<file path="config.mk">
export PLATFORM = sky130hd
export DESIGN_NAME = uart_packet_parser_flat
export DESIGN_NICKNAME = d
export VERILOG_FILES = /design/src/rtl/uart_packet_parser_if.sv /design/src/rtl/uart_packet_parser.sv /design/src/flat_wrapper.sv
export SDC_FILE = /design/constraint.sdc
export NUM_CORES = 1
export LEC_CHECK = 0
export CORE_MARGIN = 10
export CORE_UTILIZATION = 50
export CTS_CLUSTER_DIAMETER = 150
export DETAILED_ROUTE_END_ITERATION = 10
export HOLD_SLACK_MARGIN = 0.15
export PLACE_DENSITY = 0.68
export SLEW_MARGIN = 25
export SYNTH_ARGS = -nofsm -noshare
export SYNTH_HDL_FRONTEND = slang
export SYNTH_SLANG_ARGS = --single-unit
</file>
<file path="constraint.sdc">
create_clock -name clk_i -period 3.8 [get_ports clk_i]
set_clock_uncertainty 0.2 [all_clocks]
set_input_delay 0.57 -clock clk_i [delete_from_list [all_inputs] [get_ports clk_i]]
set_output_delay 0.57 -clock clk_i [all_outputs]
set_load 0.02 [all_outputs]
</file>
<file path="src/rtl/uart_packet_parser_if.sv">
// Handshake bundle between the UART receiver, the packet parser and the echo/ALU consumers.
interface uart_packet_parser_if;
  logic [7:0]  rx_data_i;
  logic        rx_valid_i;
  logic        rx_ready_o;
  logic        hdr_valid_o;
  logic [7:0]  opcode_o;
  logic [15:0] length_o;
  logic [7:0]  echo_data_o;
  logic        echo_valid_o;
  logic        echo_ready_i;
  logic [31:0] operand_o;
  logic        operand_valid_o;
  logic        operand_last_o;
  logic        operand_ready_i;
  logic        err_o;

  // Parser side
  modport slave (
    input  rx_data_i, rx_valid_i, echo_ready_i, operand_ready_i,
    output rx_ready_o, hdr_valid_o, opcode_o, length_o, echo_data_o, echo_valid_o,
           operand_o, operand_valid_o, operand_last_o, err_o
  );

  // Receiver/consumer side
  modport master (
    output rx_data_i, rx_valid_i, echo_ready_i, operand_ready_i,
    input  rx_ready_o, hdr_valid_o, opcode_o, length_o, echo_data_o, echo_valid_o,
           operand_o, operand_valid_o, operand_last_o, err_o
  );
endinterface

</file>
<file path="src/rtl/uart_packet_parser.sv">
// UART packet parser: decodes opcode/reserved/length header, forwards echo payload
// bytes, packs ALU payload into big-endian 32-bit operands, flags bad or stalled packets.
module uart_packet_parser #(
  parameter int unsigned TIMEOUT_CYCLES = 100000,
  parameter logic [7:0]  OP_ECHO        = 8'hEC,
  parameter logic [7:0]  OP_ADD         = 8'hAD,
  parameter logic [7:0]  OP_MUL         = 8'h88,
  parameter logic [7:0]  OP_DIV         = 8'h8A
) (
  input logic                 clk_i,
  input logic                 rst_ni,
  uart_packet_parser_if.slave bus
);

  localparam logic [2:0] S_OPCODE  = 3'd0;
  localparam logic [2:0] S_RSVD    = 3'd1;
  localparam logic [2:0] S_LEN_LSB = 3'd2;
  localparam logic [2:0] S_LEN_MSB = 3'd3;
  localparam logic [2:0] S_ECHO    = 3'd4;
  localparam logic [2:0] S_OPER    = 3'd5;
  localparam logic [2:0] S_DROP    = 3'd6;

  logic [2:0]  r_state;
  logic [7:0]  r_op_hold;
  logic [7:0]  r_len_lsb;
  logic [7:0]  r_opcode;
  logic [15:0] r_length;
  logic [15:0] r_count;
  logic        r_hdr_valid;
  logic        r_err;
  logic [7:0]  r_echo_data;
  logic        r_echo_valid;
  logic [23:0] r_shift;
  logic [1:0]  r_byte_idx;
  logic [31:0] r_operand;
  logic        r_operand_valid;
  logic        r_operand_last;
  logic [31:0] r_timer;

  logic        w_ready;
  logic        w_accept;
  logic        w_last;
  logic        w_is_alu;
  logic        w_timeout;
  logic [15:0] w_len;
  logic [15:0] w_pay;

  // Byte acceptance, header length decode and timeout detection
  always_comb begin
    w_ready = 1'b1;
    case (r_state)
      S_ECHO:  w_ready = !r_echo_valid || bus.echo_ready_i;
      S_OPER:  w_ready = !r_operand_valid || bus.operand_ready_i;
      default: w_ready = 1'b1;
    endcase
    w_accept  = bus.rx_valid_i && w_ready;
    w_len     = {bus.rx_data_i, r_len_lsb};
    w_pay     = w_len - 16'd4;
    w_last    = (r_count == 16'd1);
    w_is_alu  = (r_op_hold == OP_ADD) || (r_op_hold == OP_MUL) || (r_op_hold == OP_DIV);
    // An accepted byte needs rx_valid_i high, so it always beats expiry.
    w_timeout = (r_state != S_OPCODE) && !bus.rx_valid_i
                && ((r_timer + 32'd1) == 32'(TIMEOUT_CYCLES));
  end

  // Packet FSM, header latching, payload down-counter and error/header pulses
  always_ff @(posedge clk_i or negedge rst_ni) begin
    if (!rst_ni) begin
      r_state     <= S_OPCODE;
      r_op_hold   <= '0;
      r_len_lsb   <= '0;
      r_opcode    <= '0;
      r_length    <= '0;
      r_count     <= '0;
      r_hdr_valid <= 1'b0;
      r_err       <= 1'b0;
    end else begin
      r_hdr_valid <= 1'b0;
      r_err       <= 1'b0;
      if (w_accept) begin
        case (r_state)
          S_OPCODE: begin
            r_op_hold <= bus.rx_data_i;
            r_state   <= S_RSVD;
          end
          S_RSVD:    r_state <= S_LEN_LSB;
          S_LEN_LSB: begin
            r_len_lsb <= bus.rx_data_i;
            r_state   <= S_LEN_MSB;
          end
          S_LEN_MSB: begin
            r_opcode    <= r_op_hold;
            r_length    <= w_len;
            r_hdr_valid <= 1'b1;
            if (w_len < 16'd4) begin
              r_err   <= 1'b1;
              r_state <= S_OPCODE;
            end else begin
              r_count <= w_pay;
              if (w_len == 16'd4)
                r_state <= S_OPCODE;
              else if (r_op_hold == OP_ECHO)
                r_state <= S_ECHO;
              else if (w_is_alu && (w_pay[1:0] == 2'b00))
                r_state <= S_OPER;
              else begin
                r_err   <= 1'b1;
                r_state <= S_DROP;
              end
            end
          end
          S_ECHO, S_OPER, S_DROP: begin
            r_count <= r_count - 16'd1;
            if (w_last) r_state <= S_OPCODE;
          end
          default: r_state <= S_OPCODE;
        endcase
      end else if (w_timeout) begin
        r_err   <= 1'b1;
        r_state <= S_OPCODE;
      end
    end
  end

  // Echo output register: one byte of latency, holds while the consumer stalls
  always_ff @(posedge clk_i or negedge rst_ni) begin
    if (!rst_ni) begin
      r_echo_data  <= '0;
      r_echo_valid <= 1'b0;
    end else if (w_accept && (r_state == S_ECHO)) begin
      r_echo_data  <= bus.rx_data_i;
      r_echo_valid <= 1'b1;
    end else if (bus.echo_ready_i) begin
      r_echo_valid <= 1'b0;
    end
  end

  // Operand assembly: MSB-first shift, publish on every fourth byte
  always_ff @(posedge clk_i or negedge rst_ni) begin
    if (!rst_ni) begin
      r_shift         <= '0;
      r_byte_idx      <= '0;
      r_operand       <= '0;
      r_operand_valid <= 1'b0;
      r_operand_last  <= 1'b0;
    end else begin
      if (r_operand_valid && bus.operand_ready_i) r_operand_valid <= 1'b0;
      if (w_accept && (r_state == S_OPER)) begin
        r_shift    <= {r_shift[15:0], bus.rx_data_i};
        r_byte_idx <= r_byte_idx + 2'd1;
        if (r_byte_idx == 2'd3) begin
          r_operand       <= {r_shift, bus.rx_data_i};
          r_operand_valid <= 1'b1;
          r_operand_last  <= w_last;
        end
      end else if (w_timeout) begin
        // Drop the partial group only; an already published operand still drains.
        r_shift    <= '0;
        r_byte_idx <= '0;
      end
    end
  end

  // Inter-byte idle timer, active only while a packet is in progress
  always_ff @(posedge clk_i or negedge rst_ni) begin
    if (!rst_ni)
      r_timer <= '0;
    else if (w_accept || w_timeout || (r_state == S_OPCODE))
      r_timer <= '0;
    else if (!bus.rx_valid_i)
      r_timer <= r_timer + 32'd1;
  end

  assign bus.rx_ready_o      = rst_ni && w_ready;
  assign bus.hdr_valid_o     = r_hdr_valid;
  assign bus.opcode_o        = r_opcode;
  assign bus.length_o        = r_length;
  assign bus.echo_data_o     = r_echo_data;
  assign bus.echo_valid_o    = r_echo_valid;
  assign bus.operand_o       = r_operand;
  assign bus.operand_valid_o = r_operand_valid;
  assign bus.operand_last_o  = r_operand_last;
  assign bus.err_o           = r_err;

endmodule

</file>
<file path="src/flat_wrapper.sv">
// flat-port wrapper written by rule: the top's interface ports become plain ports
module uart_packet_parser_flat 
#(
  parameter int unsigned TIMEOUT_CYCLES = 100000,
  parameter logic [7:0]  OP_ECHO        = 8'hEC,
  parameter logic [7:0]  OP_ADD         = 8'hAD,
  parameter logic [7:0]  OP_MUL         = 8'h88,
  parameter logic [7:0]  OP_DIV         = 8'h8A
)
  (clk_i, rst_ni, bus_rx_data_i, bus_rx_valid_i, bus_echo_ready_i, bus_operand_ready_i, bus_rx_ready_o, bus_hdr_valid_o, bus_opcode_o, bus_length_o, bus_echo_data_o, bus_echo_valid_o, bus_operand_o, bus_operand_valid_o, bus_operand_last_o, bus_err_o);
  uart_packet_parser_if bus_i ();
  input logic clk_i;
  input logic rst_ni;
  input wire logic [$bits(bus_i.rx_data_i)-1:0] bus_rx_data_i;
  input wire logic [$bits(bus_i.rx_valid_i)-1:0] bus_rx_valid_i;
  input wire logic [$bits(bus_i.echo_ready_i)-1:0] bus_echo_ready_i;
  input wire logic [$bits(bus_i.operand_ready_i)-1:0] bus_operand_ready_i;
  output wire logic [$bits(bus_i.rx_ready_o)-1:0] bus_rx_ready_o;
  output wire logic [$bits(bus_i.hdr_valid_o)-1:0] bus_hdr_valid_o;
  output wire logic [$bits(bus_i.opcode_o)-1:0] bus_opcode_o;
  output wire logic [$bits(bus_i.length_o)-1:0] bus_length_o;
  output wire logic [$bits(bus_i.echo_data_o)-1:0] bus_echo_data_o;
  output wire logic [$bits(bus_i.echo_valid_o)-1:0] bus_echo_valid_o;
  output wire logic [$bits(bus_i.operand_o)-1:0] bus_operand_o;
  output wire logic [$bits(bus_i.operand_valid_o)-1:0] bus_operand_valid_o;
  output wire logic [$bits(bus_i.operand_last_o)-1:0] bus_operand_last_o;
  output wire logic [$bits(bus_i.err_o)-1:0] bus_err_o;
  assign bus_i.rx_data_i = bus_rx_data_i;
  assign bus_i.rx_valid_i = bus_rx_valid_i;
  assign bus_i.echo_ready_i = bus_echo_ready_i;
  assign bus_i.operand_ready_i = bus_operand_ready_i;
  assign bus_rx_ready_o = bus_i.rx_ready_o;
  assign bus_hdr_valid_o = bus_i.hdr_valid_o;
  assign bus_opcode_o = bus_i.opcode_o;
  assign bus_length_o = bus_i.length_o;
  assign bus_echo_data_o = bus_i.echo_data_o;
  assign bus_echo_valid_o = bus_i.echo_valid_o;
  assign bus_operand_o = bus_i.operand_o;
  assign bus_operand_valid_o = bus_i.operand_valid_o;
  assign bus_operand_last_o = bus_i.operand_last_o;
  assign bus_err_o = bus_i.err_o;
  uart_packet_parser #(.TIMEOUT_CYCLES(TIMEOUT_CYCLES), .OP_ECHO(OP_ECHO), .OP_ADD(OP_ADD), .OP_MUL(OP_MUL), .OP_DIV(OP_DIV)) u_core (.clk_i(clk_i), .rst_ni(rst_ni), .bus(bus_i));
endmodule
</file>
==> flow_summary.ini <==
[yosys]
synth.yosys.seq_area_share_pct = 51.7
ys_ff_latch = 162
synthCells = 716
synthTopCellsByCount = 162 x dfrtp_1, 77 x mux2_2, 57 x nor2_1
synth_area_leaders = dfrtp_1 52%, mux2_2 11%, nor3_1 3.5%, mux2i_1 3.4%, xnor2_1 3.1%
yosys_warnings = 0
synthArstFlopShare_pct = 100
synth_ff_type = dfrtp_1
ys_types = 58
syn_area_sq_um = 7840
avgSynthCellArea_sq_um = 10.9
synth_top_cell_by_area = dfrtp_1
synth_fp_nets = 736
yosysMostFrequentCell = dfrtp_1
synth_edf_count = 0
yosysTopAreaCellShare_pct = 51.7

[setup_path]
path_cells = clkdlybuf4s50_1 > or4_1 > or3_1 > or3_1 > o21ai_0 > a21oi_2 > buf_12 > a21oi_1 > a21oi_1
crit_family = simple AND/OR/NAND/NOR gates
required_ps = 3880
critPathBufInv = 2
start_kind = primary input
crit_path_max_incr_delay_ps = 610
crit_arrival_ps = 3290
r2r-start = u_core.r_timer[7]$_DFFE_PN0P_
crit_type = primary input to register
slowest_stage = or4_1
endpoint_kind = register
critPathLaunch = bus_rx_data_i[3]
critical_path.max_fanout = 18

[timing]
setup_viol = 0
setup-tns-final_ps = 0
period_needed_ps = 3210
max_freq_mhz = 311
finalHoldViolCount = 0
period_share_pct = 84.5
drv_slew = 0
max_slew_margin_pct = 39.8
hold_ws_ps = 27.4
worst_pin_slew_ps = 902
rsz0062_at_grt = no

[finish]
diodes = 0
synthToLayoutAreaGrowth_pct = 20.6
nets = 810
fillers = 1220
drive_above_1_share_pct = 17.9

[placement]
gp_congestion = 0.910
io_buffers = 82
dp_hpwl_microns = 12900

[cts]
post_cts_buffers = 0
post_cts_resized = 0
clk_path_buf_depth = 2
cts_tree = done
root_buffer = clkbuf_16
cts_hold_buf = 0
numCtsBuffers = 17
htree_levels = 4
path_clk_slew_ps = 70
clkSinkCount = 162
clkLatencyLatePin_ps = 430

[outcome]
outcome = complete, no violations

[route]
drtPass1Iterations = 5
wl_per_cell_microns = 18.5
drtIter0Drc = 330
vias_per_cell = 5.60
antenna_left = 0
drc = 0
vias = 5680
wl_microns = 18800

[floorplan]
dieArea_sq_um = 21100
io_pins = 83
core.rowCount = 45
die_y_microns = 145
fp.coreArea_sq_um = 15300
start_util_pct = 51.3
die-width_microns = 145

[power]
p_per_area_nw_per_um2 = 665
vdd_drop_max_v = 0.000584
p_leak_nw = 4.15

[global_routing]
grt_pass1_vias = 5798
gr-total-overflow = 0
grt_max_degree = 163
grt_use_total_pct = 17.9
grt_pass1_wl_microns = 31200
antenna_found_initial = 0

[flow_run]
max_cap_violations = 0

[worst_hold_path]
hold_class = primary input to async pin
## registers in the layout, summed over array words and instances, names as in the netlist, 2 cells and up
name                    count
u_core.r_timer             32
u_core.r_shift             24
u_core.r_byte_idx           2
u_core.r_op_hold            8
u_core.bus.operand_o       32
u_core.bus.opcode_o         8
u_core.r_state              3
u_core.r_count             16
u_core.bus.echo_data_o      8
u_core.r_len_lsb            8
u_core.bus.length_o        16
## layer usage
layer / wire length [microns] / GRT usage, %
met5: 0 / 0
met4: 155 / 4.55
met3: 1300 / 6.80
met2: 9150 / 28.8
met1: 8190 / 22.2
## cells by family after synthesis
family / count (synthesis) / synth area share, %
AOI/OAI and AO/OA: 90 / 7.25
xor gates and xnor gates: 52 / 5.81
adders and majority gates: 7 / 1.12
buffers and inverters: 55 / 3.34
DFF: 162 / 51.7
muxes: 104 / 14.5
and+or+nand+nor: 246 / 16.2
## worst register-to-register path, stage by stage, from the launching register on
cell and delay, ps:
dfrtp_1 530, nand4_2 210, nor4_2 600, nand2_1 180, nor3_1 220, a21oi_1 130
nor4_4 290, buf_4 440, o21ai_0 180
## metrics by stage
step / util, % / instance area, sq um / total power [mW] / instances / setup slack [ps]
after global placement: 58.1 / 8870 / 4.53 / 982 / 213
after global routing: 61.9 / 9450 / 6.66 / 1014 / 428
after CTS: 61.9 / 9450 / 6.33 / 1014 / 615
final: 61.9 / 9450 / 6.28 / 1014 / 587
after floorplan: - / 7840 / 3.78 / 716 / 858
after detailed placement: 58.1 / 8870 / 4.61 / 982 / 155
## cell type report
cell class | count | area, sq um | area share [%]
Sequential cell | 162 | 4050 | 42.9
Clock buffer | 19 | 443 | 4.69
Inverter | 9 | 33.8 | 0.358
Clock inverter | 13 | 138 | 1.46
Multi-Input combinational cell | 499 | 3530 | 37.3
Timing Repair Buffer | 101 | 990 | 10.5
Tap cell | 211 | 264 | 2.79
## worst paths after layout
kind                                                    endpoint  depth (start not counted)  slack, ps
setup / recovery                  u_core.r_count[15]$_DFFE_PN0P_                          9        590
hold / removal                    u_core.r_timer[18]$_DFFE_PN0P_                          2         30
setup reg to reg                u_core.r_byte_idx[0]$_DFFE_PN0P_                          8        690
hold reg to reg               u_core.bus.length_o[3]$_DFFE_PN0P_                          2        290
max in group asynchronous  u_core.bus.echo_data_o[5]$_DFFE_PN0P_                          2       2670
min in group clk_i            u_core.bus.length_o[3]$_DFFE_PN0P_                          2        290
## layout by cell type (no fill, tap or decap), types with 4 or more instances in the layout
master / instances
or3_1: 6
or2_2: 7
and2_1: 5
xnor2_1: 28
mux2i_1: 27
nor2_1: 57
clkdlybuf4s50_1: 81
nand2b_1: 5
nor3b_1: 4
a22o_1: 8
inv_1: 9
o21ai_0: 28
nand3_1: 18
a21oi_1: 21
nor4_1: 7
nand2_1: 45
buf_4: 17
nand3b_1: 7
and3_1: 4
dfrtp_1: 162
clkbuf_16: 17
inv_6: 5
xor2_1: 24
nand4_1: 10
nor3_1: 55
ha_1: 7
mux2_2: 77
clkinvlp_4: 4
o22ai_1: 7
## power breakdown
group          total [mW]  internal [mW]  switching [mW]
combinational        1.92          0.937           0.980
sequential           2.67           2.23           0.443
clock                1.70          0.942           0.753
Power figures use the tool's default switching activity.
==> RTL change 1 (same flow settings) <==
Reset style: synchronous (`rst_ni`), changed in 4 clocked blocks.
--- a/src/rtl/uart_packet_parser.sv
+++ b/src/rtl/uart_packet_parser.sv
@@ -64,7 +64,7 @@
   end
 
   // Packet FSM, header latching, payload down-counter and error/header pulses
-  always_ff @(posedge clk_i or negedge rst_ni) begin
+  always_ff @(posedge clk_i) begin
     if (!rst_ni) begin
       r_state     <= S_OPCODE;
       r_op_hold   <= '0;
@@ -123,7 +123,7 @@
   end
 
   // Echo output register: one byte of latency, holds while the consumer stalls
-  always_ff @(posedge clk_i or negedge rst_ni) begin
+  always_ff @(posedge clk_i) begin
     if (!rst_ni) begin
       r_echo_data  <= '0;
       r_echo_valid <= 1'b0;
@@ -136,7 +136,7 @@
   end
 
   // Operand assembly: MSB-first shift, publish on every fourth byte
-  always_ff @(posedge clk_i or negedge rst_ni) begin
+  always_ff @(posedge clk_i) begin
     if (!rst_ni) begin
       r_shift         <= '0;
       r_byte_idx      <= '0;
@@ -162,7 +162,7 @@
   end
 
   // Inter-byte idle timer, active only while a packet is in progress
-  always_ff @(posedge clk_i or negedge rst_ni) begin
+  always_ff @(posedge clk_i) begin
     if (!rst_ni)
       r_timer <= '0;
     else if (w_accept || w_timeout || (r_state == S_OPCODE))
Function: changed (Yosys sat finds a counterexample within 10 cycles, from zero or initial values and one cycle with rst_ni low; the reset may be asserted at any time).
==> RTL change 1 against the unedited design <==
  * Maximum frequency grew 0.15%
  * Wire length rose by 1.6%
  * Design area fell by 5.5%
  * Register-to-register slack worse by 0.098 ns
  * Synthesized area decreased by 5.3%
  * Sequential cell count stayed put
  * Setup slack better by 0.0048 ns
  * Core utilization fell by 0.46 points
  * Highest routed layer unchanged
Power is not compared: it rests on default switching activity, and its combinational part moved more than twofold at a synthesized area within 25%.
==> RTL change 1: results (changes against the unedited design) <==
[logic_synthesis]
synth_area_leaders = dfxtp_1 (44%), nand2_1 (10%), a21oi_1 (6.8%)  ; was dfrtp_1 (52%), mux2_2 (11%), nor3_1 (3.5%)
synthTopCellsByCount = nand2_1 (200), dfxtp_1 (162), a21oi_1 (101), nor2_1 (67), clkbuf_1 (52)  ; was dfrtp_1 (162), mux2_2 (77), nor2_1 (57), nor3_1 (55), nand2_1 (45)
ys.flop_type = dfxtp_1  ; was dfrtp_1
async_flop_share_pct = 0  ; was 100%
synth_fa_ha_area_share_pct = 1.01  ; was 1.12%
yosys-mux-area-fraction_pct = 1.79  ; was 14.5%
synth_compound_area_share_pct = 16.6  ; was 7.25%
ys_types = 64  ; was 58

[global_route]
grt_pass1_vias = 6006  ; was 5798
met3_usage_pct = 4.07  ; was 6.80%
grt_util_all_layers_pct = 18.6  ; was 17.9%
grtUsageMet2_pct = 29.3  ; was 28.8%
grt_pass1_wl_um = 30900  ; was 31200 um
use_met1_pct = 24.6  ; was 22.2%

[finish]
buffers = 102  ; was 101
fill_cells = 1344  ; was 1220
multi_input_area_sq_mm = 0.00384  ; was 0.00353 sq mm
layout.nonclk_buf_share_pct = 10.9  ; was 10.5%
sequential_cell_area_sq_mm = 0.00324  ; was 0.00405 sq mm
nMultiInputCombCells = 685  ; was 499
nClkBuffers = 20  ; was 19
drive_gt1_share_pct = 6.85  ; was 17.9%
inv_count = 11  ; was 9
clock_area_share_pct = 6.74  ; was 6.14%

[drt]
wl_met3_um = 891  ; was 1300 um
wl_met2_um = 8740  ; was 9150 um
wl_per_cell_um = 16.2  ; was 18.5 um
wl_met1_um = 9170  ; was 8190 um
num_vias = 6549  ; was 5680

[place]
gp_congestion = 0.848  ; was 0.910
placed_cell_area_sq_mm = 0.00833  ; was 0.00887 sq mm
place_hpwl_um = 12900  ; about the same
io_buffers = 82  ; unchanged

[worst_hold_path]
worstHoldPathType = flop to flop  ; was input pin to async pin
whs_endpoint = u_core.bus.length_o[3]

[setup_path]
critical_path.endpoint = u_core.r_shift[12]  ; was u_core.r_count[15]
crit_path_top_delay_cell = or2_1  ; was or4_1
max_stage_delay_ns = 0.45  ; was 0.61 ns
reg2reg_from = u_core.r_timer[1]  ; was u_core.r_timer[7]
worst-r2r-setup-slack_ns = 0.59  ; was 0.69 ns
critPathArrivalTime_ns = 3.38  ; was 3.29 ns
cp-startpoint = u_core.r_timer[1]  ; was bus_rx_data_i[3]
reg2reg_depth = 9  ; was 8
cp_max_fo = 24  ; was 18

[die]
core.rowCount = 44  ; was 45

[sta]
slew-limit-headroom_pct = 42.3  ; was 39.8%
hold_slack_ns = 0.251  ; was 0.0274 ns

[clock_tree]
cts_resized = 0  ; unchanged
clkTransAtPathRegs_ns = 0.06

[run_status]
outcome = finished, final reports clean  ; unchanged

RTL change 1: cell count changes in the layout (fill, tap and decap cells not counted), sizes merged, moves of 5 or more:
cell / unedited run / this run
a21oi: 22 / 101
a22o: 8 / 25
a22oi: 0 / 5
dfrtp: 162 / 0
dfxtp: 0 / 162
mux2: 77 / 2
mux2i: 27 / 11
nand2: 45 / 200
nand3: 18 / 30
nor2: 57 / 67
nor3: 56 / 35
nor4: 9 / 18
or3: 6 / 11
RTL change 1: power groups by stage:
stage	Sequential [mW]	Combinational, mW	Clock (mW)
global route	1.73	0.219	1.84
detailed placement	1.77	0.198	0
global placement	1.77	0.197	0
finish	1.73	0.199	1.75
CTS	1.73	0.199	1.77
floorplan	1.76	0.135	0
RTL change 1: stage by stage:
step	worst slack (ns)	utilization [%]	instances
after floorplan	1.10	-	925
after global placement	0.337	57.3	1144
after detailed placement	0.519	57.3	1144
after CTS	0.609	61.4	1176
after global routing	0.310	61.5	1176
final	0.592	61.5	1176
==> RTL change 2 (same settings) <==
Without the edit above. `TIMEOUT_CYCLES` is set to 100000 in 2 places; all go to 65536.
--- a/src/rtl/uart_packet_parser.sv
+++ b/src/rtl/uart_packet_parser.sv
@@ -1,7 +1,7 @@
 // UART packet parser: decodes opcode/reserved/length header, forwards echo payload
 // bytes, packs ALU payload into big-endian 32-bit operands, flags bad or stalled packets.
 module uart_packet_parser #(
-  parameter int unsigned TIMEOUT_CYCLES = 100000,
+  parameter int unsigned TIMEOUT_CYCLES = 65536,
   parameter logic [7:0]  OP_ECHO        = 8'hEC,
   parameter logic [7:0]  OP_ADD         = 8'hAD,
   parameter logic [7:0]  OP_MUL         = 8'h88,
--- a/src/flat_wrapper.sv
+++ b/src/flat_wrapper.sv
@@ -1,7 +1,7 @@
 // flat-port wrapper written by rule: the top's interface ports become plain ports
 module uart_packet_parser_flat 
 #(
-  parameter int unsigned TIMEOUT_CYCLES = 100000,
+  parameter int unsigned TIMEOUT_CYCLES = 65536,
   parameter logic [7:0]  OP_ECHO        = 8'hEC,
   parameter logic [7:0]  OP_ADD         = 8'hAD,
   parameter logic [7:0]  OP_MUL         = 8'h88,
Function: no difference found for any inputs over 4 cycles, from zero or initial values and one cycle with rst_ni low; that may be too few to reach the edited logic, so the function may still have changed.
==> RTL change 2 against the unedited design <==
  * Non-clock buffer count rose by 1
  * Sequential power is essentially flat
  * Wire length up 3.9%
  * Total power rose by 2.2%
  * Synthesized area grew 3.0%
  * Setup slack got worse by 0.19 ns
  * Die area is 2.6% higher
  * Design area up 3.1%
  * Count of clock-buffer cells in the layout up 1
  * Sequential cell count stayed put
  * Synthesized cell count up 3.1%
  * Register-to-register slack worse by 0.29 ns
==> RTL change 2: results (changes against the unedited design) <==
[run_status]
outcome = finished, final reports clean  ; unchanged

[global_route]
use_met1_pct = 22.5  ; was 22.2%
grt_util_all_layers_pct = 18.2  ; was 17.9%
grt_pass1_wl_um = 32300  ; was 31200 um
met3_usage_pct = 5.19  ; was 6.80%
grtUsageMet2_pct = 30.0  ; was 28.8%
antenna_found_initial = 0  ; unchanged
grt_max_degree = 163  ; unchanged
grt_pass1_vias = 6088  ; was 5798

[logic_synthesis]
ys_types = 62  ; was 58
ys_warn_count = 0  ; unchanged
syn_nets = 758  ; was 736
synthCells = 738  ; was 716
ys_seq_area_share_pct = 50.2  ; was 51.7%
async_flop_share_pct = 100  ; unchanged
synth_area_leaders = dfrtp_1 (50%), mux2_2 (11%), mux2i_1 (3.6%)  ; was dfrtp_1 (52%), mux2_2 (11%), nor3_1 (3.5%)
synthTopCellsByCount = dfrtp_1 (162), mux2_2 (77), nor2_1 (73), nor3_1 (41), nand2_1 (35)  ; was dfrtp_1 (162), mux2_2 (77), nor2_1 (57), nor3_1 (55), nand2_1 (45)
ys.flop_type = dfrtp_1  ; unchanged

[drt]
vias_per_cell = 5.81  ; was 5.60
routed_wl_um = 19500  ; was 18800 um
dr.pass1.iters = 5  ; unchanged
drtIter0Drc = 491  ; was 330
route.detailed.drc = 0  ; unchanged

[place]
gp_congestion = 0.861  ; was 0.910
io_buffers = 82  ; unchanged
placed_cell_area_sq_mm = 0.00911  ; was 0.00887 sq mm
place_hpwl_um = 13400  ; was 12900 um
pre_cts_ws_ns = 0.186  ; was 0.155 ns

[clock_tree]
cts_resized = 0  ; unchanged
post_cts_buffers = 0  ; unchanged
cts_buffer_depth = 2  ; unchanged
clkTransAtPathRegs_ns = 0.07  ; about the same
clk_latency_ns = 0.43  ; about the same
htree_levels = 4  ; unchanged
cts_buffers = 17  ; unchanged
clockRootBuffer = clkbuf_16  ; unchanged

[worst_hold_path]
worstHoldPathType = input pin to async pin  ; unchanged

[power_and_ir_drop]
ir_drop_uv = 495  ; was 584 uV
leakagePower_nw = 4.31  ; was 4.15 nW

[finish]
fill_cells = 1271  ; was 1220
drive_gt1_share_pct = 18.9  ; was 17.9%
final_nets = 832  ; was 810
instances_no_fill = 1041  ; was 1014
n_antenna_cell = 0  ; unchanged

[sta]
slew-limit-headroom_pct = 32.2  ; was 39.8%
period_share_pct = 89.6  ; was 84.5%

[setup_path]
cp_max_fo = 50  ; was 18
critPathArrivalTime_ns = 3.50  ; was 3.29 ns

==> RTL change 2: cell count changes after synthesis, sizes merged, moves of 5 or more <==
cell	delta
a22o	-8
nor3	-5
nand2	-10
buf	+6
and4	+6
a21oi	-6
nand3b	-5
xnor2	+5
nor2	+16
and3	+5
o22a	+5
clkbuf	-5
==> RTL change 2: power by group <==
part	leakage (nW)	internal [mW]	switching, mW
Sequential	2.11	2.22	0.436
Combinational	1.89	0.932	1.01
Clock	0.304	1.08	0.733
Total	4.31	4.24	2.18
==> RTL change 2: stage by stage <==
| stage | power, mW | hold slack [ns] |
|---|---|---|
| 5_1_grt | 6.77 | 0.193 |
| 6_report | 6.42 | 0.0239 |
| 3_3_place_gp | 4.52 | 0.276 |
| 4_1_cts | 6.46 | 0.160 |
| 2_1_floorplan | 3.78 | 0.0744 |
| 3_5_place_dp | 4.62 | 0.278 |
==> RTL change 2: area by class of cell <==
type	instances	area [sq um]	area share, %
clock buffers	20	457	4.69
clock inverters	12	166	1.71
well taps	216	270	2.78
flip-flops and latches	162	4050	41.6
multi-input cells	519	3740	38.4
inverters	10	37.5	0.385
repair buffers	102	1010	10.4
==> RTL change 2: path summary, 6_finish.rpt <==
kind | from | endpoint | slack [ns] | depth (start not counted)
worst max register to register | u_core.r_timer[0] | u_core.r_byte_idx[0] | 0.40 | 9
worst max-delay path | u_core.r_timer[0] | u_core.r_byte_idx[0] | 0.40 | 9
max in group asynchronous | rst_ni | u_core.r_count[10] | 2.68 | 2
min in group clk_i | u_core.bus.length_o[3] | u_core.bus.length_o[3] | 0.29 | 2
worst min-delay path | rst_ni | u_core.r_timer[12] | 0.02 | 2
worst min register to register | u_core.bus.length_o[3] | u_core.bus.length_o[3] | 0.29 | 2
==> RTL change 2: kinds of logic after synthesis <==
family,after synthesis,share of synthesized area (%)
AO/OA/AOI/OAI,94,7.67
XOR/XNOR,53,5.75
adder cells (fa/ha/maj),7,1.08
buffers and inverters,57,3.46
flip-flops,162,50.2
multiplexers,107,14.5
AND/OR/NAND/NOR,258,17.3
==> RTL change 2: per-layer routing <==
layer | up-vias | share of wire, %
li1 | 2793 | -
met1 | 3033 | 43
met2 | 185 | 49
met3 | 36 | 5.5
met4 | 0 | 2.2
met5 | - | 0
==> RTL change 2: critical path, cell delays in order, from the launching register on <==
cell     delay (ns)
dfrtp_1        0.45
ha_1           0.34
nand3_4        0.16
or4_4          0.60
mux2_4         0.32
nor4_2         0.13
nand4_1        0.19
nor4_4         0.40
buf_12         0.28
o21ai_0        0.15
